## config.mk

```make
export PLATFORM = sky130hd
export DESIGN_NAME = alu_issue_stage_flat
export DESIGN_NICKNAME = d
export VERILOG_FILES = /design/src/rtl/alu_issue_stage_if.sv /design/src/rtl/alu_issue_stage.sv /design/src/flat_wrapper.sv
export SDC_FILE = /design/constraint.sdc
export NUM_CORES = 2
export LEC_CHECK = 0
export BUFFER_PORTS_ARGS = -buffer_cell sky130_fd_sc_hd__clkbuf_2
export CORE_MARGIN = 1
export CORE_UTILIZATION = 35
export CTS_CLUSTER_SIZE = 28
export DETAILED_ROUTE_END_ITERATION = 8
export PLACE_DENSITY = 0.49
export SYNTH_ARGS = -nofsm -noshare
export SYNTH_HDL_FRONTEND = slang
export SYNTH_SLANG_ARGS = --single-unit
```

## constraint.sdc

```tcl
create_clock -name clk -period 4.2 [get_ports clk]
set_input_delay 0.42 -clock clk [delete_from_list [all_inputs] [get_ports clk]]
set_output_delay 0.42 -clock clk [all_outputs]
set_load 0.01 [all_outputs]
```

## src/rtl/alu_issue_stage_if.sv

```systemverilog
// Signal bundle of alu_issue_stage: instruction handshake, issued-operand handshake and write-back port.
// slave = the issue stage itself, master = the environment driving it.
interface alu_issue_stage_if #(
    parameter int DATA_W = 32,
    parameter int ADDR_W = 5
);
    logic              in_valid;
    logic              in_ready;
    logic [31:0]       in_instr;
    logic              out_valid;
    logic              out_ready;
    logic [DATA_W-1:0] out_a;
    logic [DATA_W-1:0] out_b;
    logic [3:0]        out_aluc;
    logic [ADDR_W-1:0] out_rd;
    logic              out_illegal;
    logic              wb_en;
    logic [ADDR_W-1:0] wb_addr;
    logic [DATA_W-1:0] wb_data;

    modport slave (
        input  in_valid, in_instr, out_ready, wb_en, wb_addr, wb_data,
        output in_ready, out_valid, out_a, out_b, out_aluc, out_rd, out_illegal
    );

    modport master (
        output in_valid, in_instr, out_ready, wb_en, wb_addr, wb_data,
        input  in_ready, out_valid, out_a, out_b, out_aluc, out_rd, out_illegal
    );
endinterface

```

## src/rtl/alu_issue_stage.sv

```systemverilog
// Decode/issue stage feeding the 32-bit MIPS alu: decode, register read, busy scoreboard, registered issue.
// Optional macro ALU_ISSUE_BYPASS_EN: write-back data forwards to a source operand in the write-back cycle.
module alu_issue_stage #(
    parameter int DATA_W   = 32,
    parameter int NUM_REGS = 32,
    parameter int ADDR_W   = 5
) (
    input  logic             clk,
    input  logic             rst,
    alu_issue_stage_if.slave bus
);

    typedef enum logic [1:0] {A_ZERO, A_RS, A_SHAMT} a_sel_e;
    typedef enum logic [1:0] {B_ZERO, B_RT, B_SEXT, B_ZEXT} b_sel_e;

    typedef struct packed {
        logic              legal;
        logic [3:0]        aluc;
        logic              rs_used;
        logic              rt_used;
        logic [ADDR_W-1:0] dest;
        a_sel_e            a_sel;
        b_sel_e            b_sel;
    } dec_t;

    localparam dec_t DEC_ILLEGAL = '{
        legal:   1'b0,
        aluc:    4'b0000,
        rs_used: 1'b0,
        rt_used: 1'b0,
        dest:    '0,
        a_sel:   A_ZERO,
        b_sel:   B_ZERO
    };

    // Instruction fields
    logic [31:0]       instr;
    logic [5:0]        opcode;
    logic [5:0]        funct;
    logic [4:0]        shamt;
    logic [15:0]       imm;
    logic [ADDR_W-1:0] src_rs;
    logic [ADDR_W-1:0] src_rt;
    logic [ADDR_W-1:0] rd_field;

    assign instr    = bus.in_instr;
    assign opcode   = instr[31:26];
    assign funct    = instr[5:0];
    assign shamt    = instr[10:6];
    assign imm      = instr[15:0];
    assign src_rs   = ADDR_W'(instr[25:21]);
    assign src_rt   = ADDR_W'(instr[20:16]);
    assign rd_field = ADDR_W'(instr[15:11]);

    dec_t dec;

    always_comb begin
        // NOTE: the whole struct is defaulted first so no decode path can infer a latch.
        dec = DEC_ILLEGAL;
        if (opcode == 6'h00) begin
            dec.legal   = 1'b1;
            dec.rs_used = 1'b1;
            dec.rt_used = 1'b1;
            dec.dest    = rd_field;
            dec.a_sel   = A_RS;
            dec.b_sel   = B_RT;
            case (funct)
                6'h20:   dec.aluc = 4'b0010;
                6'h21:   dec.aluc = 4'b0000;
                6'h22:   dec.aluc = 4'b0011;
                6'h23:   dec.aluc = 4'b0001;
                6'h24:   dec.aluc = 4'b0100;
                6'h25:   dec.aluc = 4'b0101;
                6'h26:   dec.aluc = 4'b0110;
                6'h27:   dec.aluc = 4'b0111;
                6'h2A:   dec.aluc = 4'b1011;
                6'h2B:   dec.aluc = 4'b1010;
                6'h04:   dec.aluc = 4'b1110;
                6'h06:   dec.aluc = 4'b1101;
                6'h07:   dec.aluc = 4'b1100;
                6'h00, 6'h02, 6'h03: begin
                    // Constant shifts take the amount from shamt; rs is not a source.
                    dec.rs_used = 1'b0;
                    dec.a_sel   = A_SHAMT;
                    case (funct)
                        6'h00:   dec.aluc = 4'b1110;
                        6'h02:   dec.aluc = 4'b1101;
                        default: dec.aluc = 4'b1100;
                    endcase
                end
                default: dec.legal = 1'b0;
            endcase
        end else begin
            dec.legal   = 1'b1;
            dec.rs_used = 1'b1;
            dec.dest    = src_rt;
            dec.a_sel   = A_RS;
            case (opcode)
                6'h08:   begin dec.aluc = 4'b0010; dec.b_sel = B_SEXT; end
                6'h09:   begin dec.aluc = 4'b0000; dec.b_sel = B_SEXT; end
                6'h0A:   begin dec.aluc = 4'b1011; dec.b_sel = B_SEXT; end
                6'h0B:   begin dec.aluc = 4'b1010; dec.b_sel = B_SEXT; end
                6'h0C:   begin dec.aluc = 4'b0100; dec.b_sel = B_ZEXT; end
                6'h0D:   begin dec.aluc = 4'b0101; dec.b_sel = B_ZEXT; end
                6'h0E:   begin dec.aluc = 4'b0110; dec.b_sel = B_ZEXT; end
                6'h0F: begin
                    dec.aluc    = 4'b1000;
                    dec.rs_used = 1'b0;
                    dec.a_sel   = A_ZERO;
                    dec.b_sel   = B_ZEXT;
                end
                default: dec.legal = 1'b0;
            endcase
        end
        if (!dec.legal) begin
            dec = DEC_ILLEGAL;
        end
    end

    // Register file and scoreboard
    logic [DATA_W-1:0]   regs [NUM_REGS];
    logic [NUM_REGS-1:0] busy;
    logic [NUM_REGS-1:0] busy_next;
    logic                byp_rs;
    logic                byp_rt;
    logic                hazard;
    logic                accept;

`ifdef ALU_ISSUE_BYPASS_EN
    assign byp_rs = bus.wb_en && (bus.wb_addr == src_rs) && (src_rs != '0);
    assign byp_rt = bus.wb_en && (bus.wb_addr == src_rt) && (src_rt != '0);
`else
    assign byp_rs = 1'b0;
    assign byp_rt = 1'b0;
`endif

    assign hazard = (dec.rs_used && busy[src_rs] && !byp_rs)
                 || (dec.rt_used && busy[src_rt] && !byp_rt)
                 || busy[dec.dest];

    assign bus.in_ready = (!bus.out_valid || bus.out_ready) && !hazard;
    assign accept       = bus.in_valid && bus.in_ready;

    always_comb begin
        busy_next = busy;
        if (bus.wb_en) begin
            busy_next[bus.wb_addr] = 1'b0;
        end
        // A new claim on the same register as this cycle's write-back must win.
        if (accept && dec.dest != '0) begin
            busy_next[dec.dest] = 1'b1;
        end
        busy_next[0] = 1'b0;
    end

    always_ff @(posedge clk) begin
        // NOTE: sequential state uses non-blocking assignments only; blocking '=' stays in always_comb.
        if (rst) begin
            busy <= '0;
        end else begin
            busy <= busy_next;
        end
    end

    always_ff @(posedge clk) begin
        // NOTE: the array is reset because zeroed registers after reset are architectural here;
        // that keeps it in flops rather than a RAM macro.
        if (rst) begin
            regs <= '{default: '0};
        end else if (bus.wb_en && bus.wb_addr != '0) begin
            regs[bus.wb_addr] <= bus.wb_data;
        end
    end

    // Operand selection
    logic [DATA_W-1:0] rs_val;
    logic [DATA_W-1:0] rt_val;
    logic [DATA_W-1:0] a_next;
    logic [DATA_W-1:0] b_next;

    assign rs_val = byp_rs ? bus.wb_data : regs[src_rs];
    assign rt_val = byp_rt ? bus.wb_data : regs[src_rt];

    always_comb begin
        a_next = '0;
        case (dec.a_sel)
            A_RS:    a_next = rs_val;
            A_SHAMT: a_next = DATA_W'(shamt);
            default: a_next = '0;
        endcase
    end

    always_comb begin
        b_next = '0;
        case (dec.b_sel)
            B_RT:    b_next = rt_val;
            B_SEXT:  b_next = {{(DATA_W-16){imm[15]}}, imm};
            B_ZEXT:  b_next = DATA_W'(imm);
            default: b_next = '0;
        endcase
    end

    // Issue register: loads on accept, holds while the alu side stalls
    always_ff @(posedge clk) begin
        if (rst) begin
            bus.out_valid   <= 1'b0;
            bus.out_illegal <= 1'b0;
            bus.out_a       <= '0;
            bus.out_b       <= '0;
            bus.out_aluc    <= '0;
            bus.out_rd      <= '0;
        end else if (accept) begin
            bus.out_valid   <= 1'b1;
            bus.out_illegal <= !dec.legal;
            bus.out_a       <= a_next;
            bus.out_b       <= b_next;
            bus.out_aluc    <= dec.aluc;
            bus.out_rd      <= dec.dest;
        end else if (bus.out_ready) begin
            bus.out_valid   <= 1'b0;
        end
    end

endmodule

```

## src/flat_wrapper.sv

```systemverilog
// flat-port wrapper written by rule: the top's interface ports become plain ports
module alu_issue_stage_flat 
#(
    parameter int DATA_W   = 32,
    parameter int NUM_REGS = 32,
    parameter int ADDR_W   = 5
)
  (clk, rst, bus_in_valid, bus_in_instr, bus_out_ready, bus_wb_en, bus_wb_addr, bus_wb_data, bus_in_ready, bus_out_valid, bus_out_a, bus_out_b, bus_out_aluc, bus_out_rd, bus_out_illegal);
  alu_issue_stage_if #(.DATA_W(DATA_W), .ADDR_W(ADDR_W)) bus_i ();
  input  logic clk;
  input  logic rst;
  input wire logic [$bits(bus_i.in_valid)-1:0] bus_in_valid;
  input wire logic [$bits(bus_i.in_instr)-1:0] bus_in_instr;
  input wire logic [$bits(bus_i.out_ready)-1:0] bus_out_ready;
  input wire logic [$bits(bus_i.wb_en)-1:0] bus_wb_en;
  input wire logic [$bits(bus_i.wb_addr)-1:0] bus_wb_addr;
  input wire logic [$bits(bus_i.wb_data)-1:0] bus_wb_data;
  output wire logic [$bits(bus_i.in_ready)-1:0] bus_in_ready;
  output wire logic [$bits(bus_i.out_valid)-1:0] bus_out_valid;
  output wire logic [$bits(bus_i.out_a)-1:0] bus_out_a;
  output wire logic [$bits(bus_i.out_b)-1:0] bus_out_b;
  output wire logic [$bits(bus_i.out_aluc)-1:0] bus_out_aluc;
  output wire logic [$bits(bus_i.out_rd)-1:0] bus_out_rd;
  output wire logic [$bits(bus_i.out_illegal)-1:0] bus_out_illegal;
  assign bus_i.in_valid = bus_in_valid;
  assign bus_i.in_instr = bus_in_instr;
  assign bus_i.out_ready = bus_out_ready;
  assign bus_i.wb_en = bus_wb_en;
  assign bus_i.wb_addr = bus_wb_addr;
  assign bus_i.wb_data = bus_wb_data;
  assign bus_in_ready = bus_i.in_ready;
  assign bus_out_valid = bus_i.out_valid;
  assign bus_out_a = bus_i.out_a;
  assign bus_out_b = bus_i.out_b;
  assign bus_out_aluc = bus_i.out_aluc;
  assign bus_out_rd = bus_i.out_rd;
  assign bus_out_illegal = bus_i.out_illegal;
  alu_issue_stage #(.DATA_W(DATA_W), .NUM_REGS(NUM_REGS), .ADDR_W(ADDR_W)) u_core (.clk(clk), .rst(rst), .bus(bus_i));
endmodule
```

Yosys cells after proc, flatten, opt, wreduce, memory -nomap -nowiden
Cells that the tools add are included.

word-level totals
  input port bits = 74
  logic and storage cells = 148
  output and inout bits = 76
  flip-flop bits (word level) = 1131

operators by class
  magnitude comparators = 10
  muxes and demuxes = 39
  bitwise operators = 6
  equality and inequality tests = 28
  reduce and logical (&&, ||, !) cells = 25

operator list
  kind                count
  $bwmux 1024         1
  $bmux 32 s5         2
  $mux 32             7
  $demux 32 s5        1
  $pmux 32 s3         1
  $pmux 32 s2         1
  $eq 6x6->1 const B  10
  $pmux 4 s13         1
  $eq 6x4->1 const B  8
  $and 32x32->32      1
  $not 32->32         1
  $or 32x32->32       1
  $pmux 4 s7          1
  $lt 5x6->1 const B  4
  $eq 6x3->1 const B  3
  $ge 6x6->1 const B  3
  $not 5->6           3
  $mux 16             1
  $reduce_or 16->1    1
  $bmux 1 s5          3
  $mux 1              13
  $eq 6x2->1 const B  2
  $logic_not 6->1     2
  $demux 1 s5         2
  16 further kinds    35

Logic depth before layout (Yosys ltp)
  depth after elaboration = 13
  mapped depth = 14
  gate-level depth less buffers = 11

Worst setup path after synthesis
OpenSTA, ideal clock, no wires.

  kind = in2reg
  from = in bus_in_instr[16]
  to = reg u_core.bus.out_b[16]
  buffers on the path = 4
  slack = 0.755 ns
  data arrival time = 3.329 ns
  cell stages on the path = 11
  library setup time = 0.116 ns
  data required time = 4.084 ns
  cell sequence = buf_2 -> clkbuf_1 -> clkbuf_1 -> buf_1 -> mux4_2 -> mux4_2 -> mux2i_1 -> nor2_1 -> o21ai_0 -> nor3_1 -> a31o_2

between the ends
  word-level cells in the longest chain between the ends = 8
  elaborated cells on any way between the ends = 17
  those cells by class = mux: 10; bitwise: 1; reduce/logical: 6

RTL lines
  item                                                                     line                                            text
  start: declaration                                                       flat_wrapper.sv:13                              input wire logic [$bits(bus_i.in_instr)-1:0] bus_in_instr;
  $mux 9 / $bmux 1 s5 (equally long branches)                              alu_issue_stage.sv:60, alu_issue_stage.sv:138
  $mux 16 / $mux 1 (equally long branches)                                 alu_issue_stage.sv:115, alu_issue_stage.sv:138
  $bmux 1 s5 / $logic_and 1x1->1 (equally long branches)                   alu_issue_stage.sv:139, alu_issue_stage.sv:138
  $mux 1 (implied by the code) / $logic_or 1x1->1 (equally long branches)  alu_issue_stage.sv:139, alu_issue_stage.sv:138
  $logic_or 1x1->1                                                         alu_issue_stage.sv:139                          || busy[dec.dest];
  $logic_not 1->1                                                          alu_issue_stage.sv:141                          assign bus.in_ready = (!bus.out_valid || bus.out_ready) && !hazard;
  $logic_and 1x1->1                                                        alu_issue_stage.sv:141
  $logic_and 1x1->1                                                        alu_issue_stage.sv:142                          assign accept = bus.in_valid && bus.in_ready;
  end signal: assignment                                                   alu_issue_stage.sv:216                          bus.out_b <= b_next;
  end: declaration                                                         alu_issue_stage_if.sv:23                        output in_ready, out_valid, out_a, out_b, out_aluc, out_rd, out_illegal

Parallel ways exist; a longest one is shown, timed or not. The select of a mux whose other input is x is not followed.
A chain may end at the register's enable or synchronous reset.

Final worst setup path
  from = in bus_in_instr[0]
  to = out bus_in_ready

between the ends
  word-level cells in the longest chain between the ends = 10
  elaborated cells on any way between the ends = 30
  those cells by class = eq/ne: 15; mux: 6; reduce/logical: 9

RTL lines
  item                                                                     line                                            text
  $eq 6x6->1 (tied with other cells)                                       alu_issue_stage.sv:67                           case (funct)
  $reduce_or 16->1 (no line) / $reduce_or 3->1 (equally long branches)     n/a
  $mux 1                                                                   alu_issue_stage.sv:67
  $mux 6 (*)                                                               alu_issue_stage.sv:60                           if (opcode == 6'h00) begin
  $mux 16 (*)                                                              alu_issue_stage.sv:115                          if (!dec.legal) begin
  $bmux 1 s5 (tied with other cells)                                       alu_issue_stage.sv:139
  $mux 1 (implied by the code) / $logic_or 1x1->1 (equally long branches)  alu_issue_stage.sv:139, alu_issue_stage.sv:138
  $logic_or 1x1->1 (*)                                                     alu_issue_stage.sv:139
  $logic_not 1->1 (*)                                                      alu_issue_stage.sv:141
  $logic_and 1x1->1 (*)                                                    alu_issue_stage.sv:141
  end: declaration                                                         flat_wrapper.sv:18                              output wire logic [$bits(bus_i.in_ready)-1:0] bus_in_ready;

Mark *: on every way between the ends. The rest lies on a longest branch, timed or not. The select of a mux whose other input is x is not followed.

==> qor.txt <==
status -> finished, final reports clean
leakage -> 20.6 nW
sequential fraction of the synthesis area -> 39.9%
Antenna Nets Post-Route -> 0
CTS Root Cell -> clkbuf_16
via count -> 49.5k
critical path, cell by cell -> dlygate4sd3_1 > clkbuf_2 > nor2b_1 > o21bai_1 > nand3_2 > buf_4 > o21ai_0 > a311oi_2 > o22a_4 > nor2_1 > clkbuf_2
Area Overhead vs Synth -> 13.7%
GRT overflow -> 0
Post-synth top flop -> dfxtp_1
slew margin rel. -> 23.0%
peak supply drop -> 319 uV
most used cell, CP -> clkbuf_2
GP Congestion -> 0.912
setup TNS -> 0 ns
Core ar. -> 161,000 um^2
Final setup viols -> 0
Fin. Hold Viols -> 0
Die W -> 405 um
fillcell total -> 15.8k
first-pass GRT wire length -> 354,000 um
Avg WL per Cell -> 30.6 um
largest net degree at the start of global routing -> 208
Worst-path clk slew -> 0.06 ns
period utilization -> 95.1%
minimum clock period -> 3.99 ns
Netlist cell types -> 73
count leader, synth -> nand2_1
NumNets Final -> 6,024
Die Y-Extent -> 405 um
post-synth top area share -> 39.9%
all-layer global routing usage -> 30.3%
proportion of layout cells with a drive suffix above 1 -> 22.1%
Post-Syn Nets -> 6,168
clk buf depth -> 3
RSZ-0062 raised after global routing -> no
vias in the first global route -> 46.2k
Worst Path Arrival -> 3.57 ns
Max Clock Skew -> 0.0217 ns
Worst Max-Slew Pin Slew -> 1.12 ns
via/cell ratio -> 6.03
Max-Cap Viols -> 0
IO Pins -> 150
Syn Area/Cell -> 9.31 um^2
worst-path fanout max -> 17
antenna violations before repair -> 23
Clock H-tree levels -> 4
post-CTS setup buffers -> 0
Async S/R FF share, synth -> 0%
Crit. End Element -> primary output
Worst Setup Path Type -> in2out
Worst EP required -> 3.78 ns
cells after synthesis -> 6,092
Finished Core Util -> 40.1%
DRT Pass-1 Iters -> 6
Synth Cell Area -> 56,700 um^2
die area -> 164,000 um^2
DRC viols -> 0
I/O Buffers -> 149
latest clock arrival within the worst-skew pair -> 0.80 ns
Area contributors post-synth -> dfxtp_1 (40%), mux4_2 (26%), nand2_1 (14%), a21oi_1 (9.3%), clkbuf_1 (3.5%)
clk sinks -> 1,130
CP startpoint kind -> primary input
Hold Path Class -> in2reg
Starting Density -> 35.3%
max-slew violations -> 0
DRT iter0 DRCs -> 6,886
TritonCTS Buffers -> 132
CP max-delay cell -> dlygate4sd3_1
Max Fclk -> 0.250 GHz
Post-DP HPWL -> 148,000 um
final wirelength -> 252,000 um
CTS tree -> yes
Rows -> 147
Post-synth EDFFs -> 0
post-synthesis sequential element count -> 1,130
Synth top cells by count -> nand2_1 (2,064), dfxtp_1 (1,130), a21oi_1 (1,050)
Pwr Density -> 377 nW/um^2
Yosys warning count -> 0
dominant cell type by area after synthesis -> dfxtp_1
max incr delay on CP -> 0.54 ns
## power by group
group / total (mW) / switching, mW / internal, mW
sequential: 10.9 / 0.0622 / 10.8
combinational: 1.85 / 1.29 / 0.558
clock: 11.6 / 4.90 / 6.67
total: 24.3 / 6.25 / 18.0
## cell families after synthesis
kind of cell	synth area share, %
muxes	27.4
AOI/OAI and AO/OA	11.9
DFF	39.9
buffers and inverters	4.27
adders and majority gates	0.0441
and+or+nand+nor	16.6
## per-stage QoR
stage	area, um^2	cells	total power, mW	hold slack (ns)	setup slack (ns)
after global routing	64500	8208	24.9	0.0393	0.112
after CTS	64500	8205	24.4	0.00583	0.166
after floorplan	56700	6092	12.2	0.443	0.755
after detailed placement	60200	7970	12.9	0.457	0.0951
after global placement	60200	7970	12.9	0.449	0.126
final	64500	8212	24.3	0.0468	0.207
## area by class of cell
cell class | instances | area (um^2) | area share, %
diodes | 7 | 17.5 | 0.0272
inverters | 10 | 37.5 | 0.0582
repair buffers | 343 | 2820 | 4.38
well taps | 2160 | 2700 | 4.19
clock inverters | 26 | 221 | 0.343
multi-input cells | 4331 | 32000 | 49.7
flip-flops and latches | 1130 | 22600 | 35.1
clock buffers | 205 | 4040 | 6.26
## flip-flops by register name, summed over array words and instances, names as in the netlist
name and flops:
u_core.bus.out_valid 1, u_core.regs 1024, u_core.busy 31, u_core.bus.out_b 32, u_core.bus.out_rd 5, u_core.bus.out_aluc 4, u_core.bus.out_illegal 1, u_core.bus.out_a 32
## routing by layer
metal | part of all wire (%) | GRT usage, % | up-vias
li1 | - | - | 21290
met1 | 41 | 41.1 | 24991
met2 | 45 | 46.3 | 2699
met3 | 11 | 7.58 | 543
met4 | 3.9 | 11.4 | 20
met5 | 0.061 | 0 | -
## cells in the final DEF, fill, tap and decap left out, types with 25 or more instances in the layout
cell type | netlist | routed
nor4b_1 | 29 | 29
buf_12 | 0 | 43
clkbuf_1 | 526 | 34
nand2_2 | 1 | 33
nor2b_1 | 35 | 35
a211oi_1 | 25 | 25
nor2_1 | 90 | 56
nor3_1 | 31 | 31
clkbuf_2 | 1 | 138
a31o_2 | 42 | 42
a21oi_1 | 1050 | 1050
nand3_1 | 31 | 31
mux4_2 | 654 | 654
nor2_4 | 0 | 31
dfxtp_1 | 1130 | 1130
clkbuf_16 | 0 | 138
buf_4 | 5 | 151
nand2_1 | 2064 | 2032
o21ai_0 | 42 | 42
mux2i_1 | 69 | 69
clkbuf_8 | 0 | 33
## critical path, delay by kind of cell
| kind | cells | cell delay, ns |
|---|---|---|
| buffers and inverters | 4 | 1.14 |
| and+or+nand+nor | 3 | 0.71 |
| AOI/OAI and AO/OA | 4 | 1.27 |
## path summary, 6_finish.rpt
| kind | from | to | slack (ns) | cells past startpoint |
|---|---|---|---|---|
| setup reg to reg | u_core.busy[29]$_SDFF_PP0_ | u_core.bus.out_a[31]$_SDFFE_PP0P_ | 0.57 | 10 |
| setup / recovery | bus_in_instr[0] | bus_in_ready | 0.21 | 11 |
| hold / removal | bus_out_ready | u_core.bus.out_valid$_SDFFE_PP0P_ | 0.05 | 3 |
| hold reg to reg | u_core.regs[547]$_SDFFE_PP0P_ | u_core.regs[547]$_SDFFE_PP0P_ | 0.46 | 2 |
## repair_timing
action / in CTS / in global routing
hold buffers: 4 / 0
gates resized for setup: 0 / 1
endpoints found under the setup margin: 0 / 1
hold endpoints to repair: 4 / 0
Note: power is estimated with default switching activity, not from simulation.
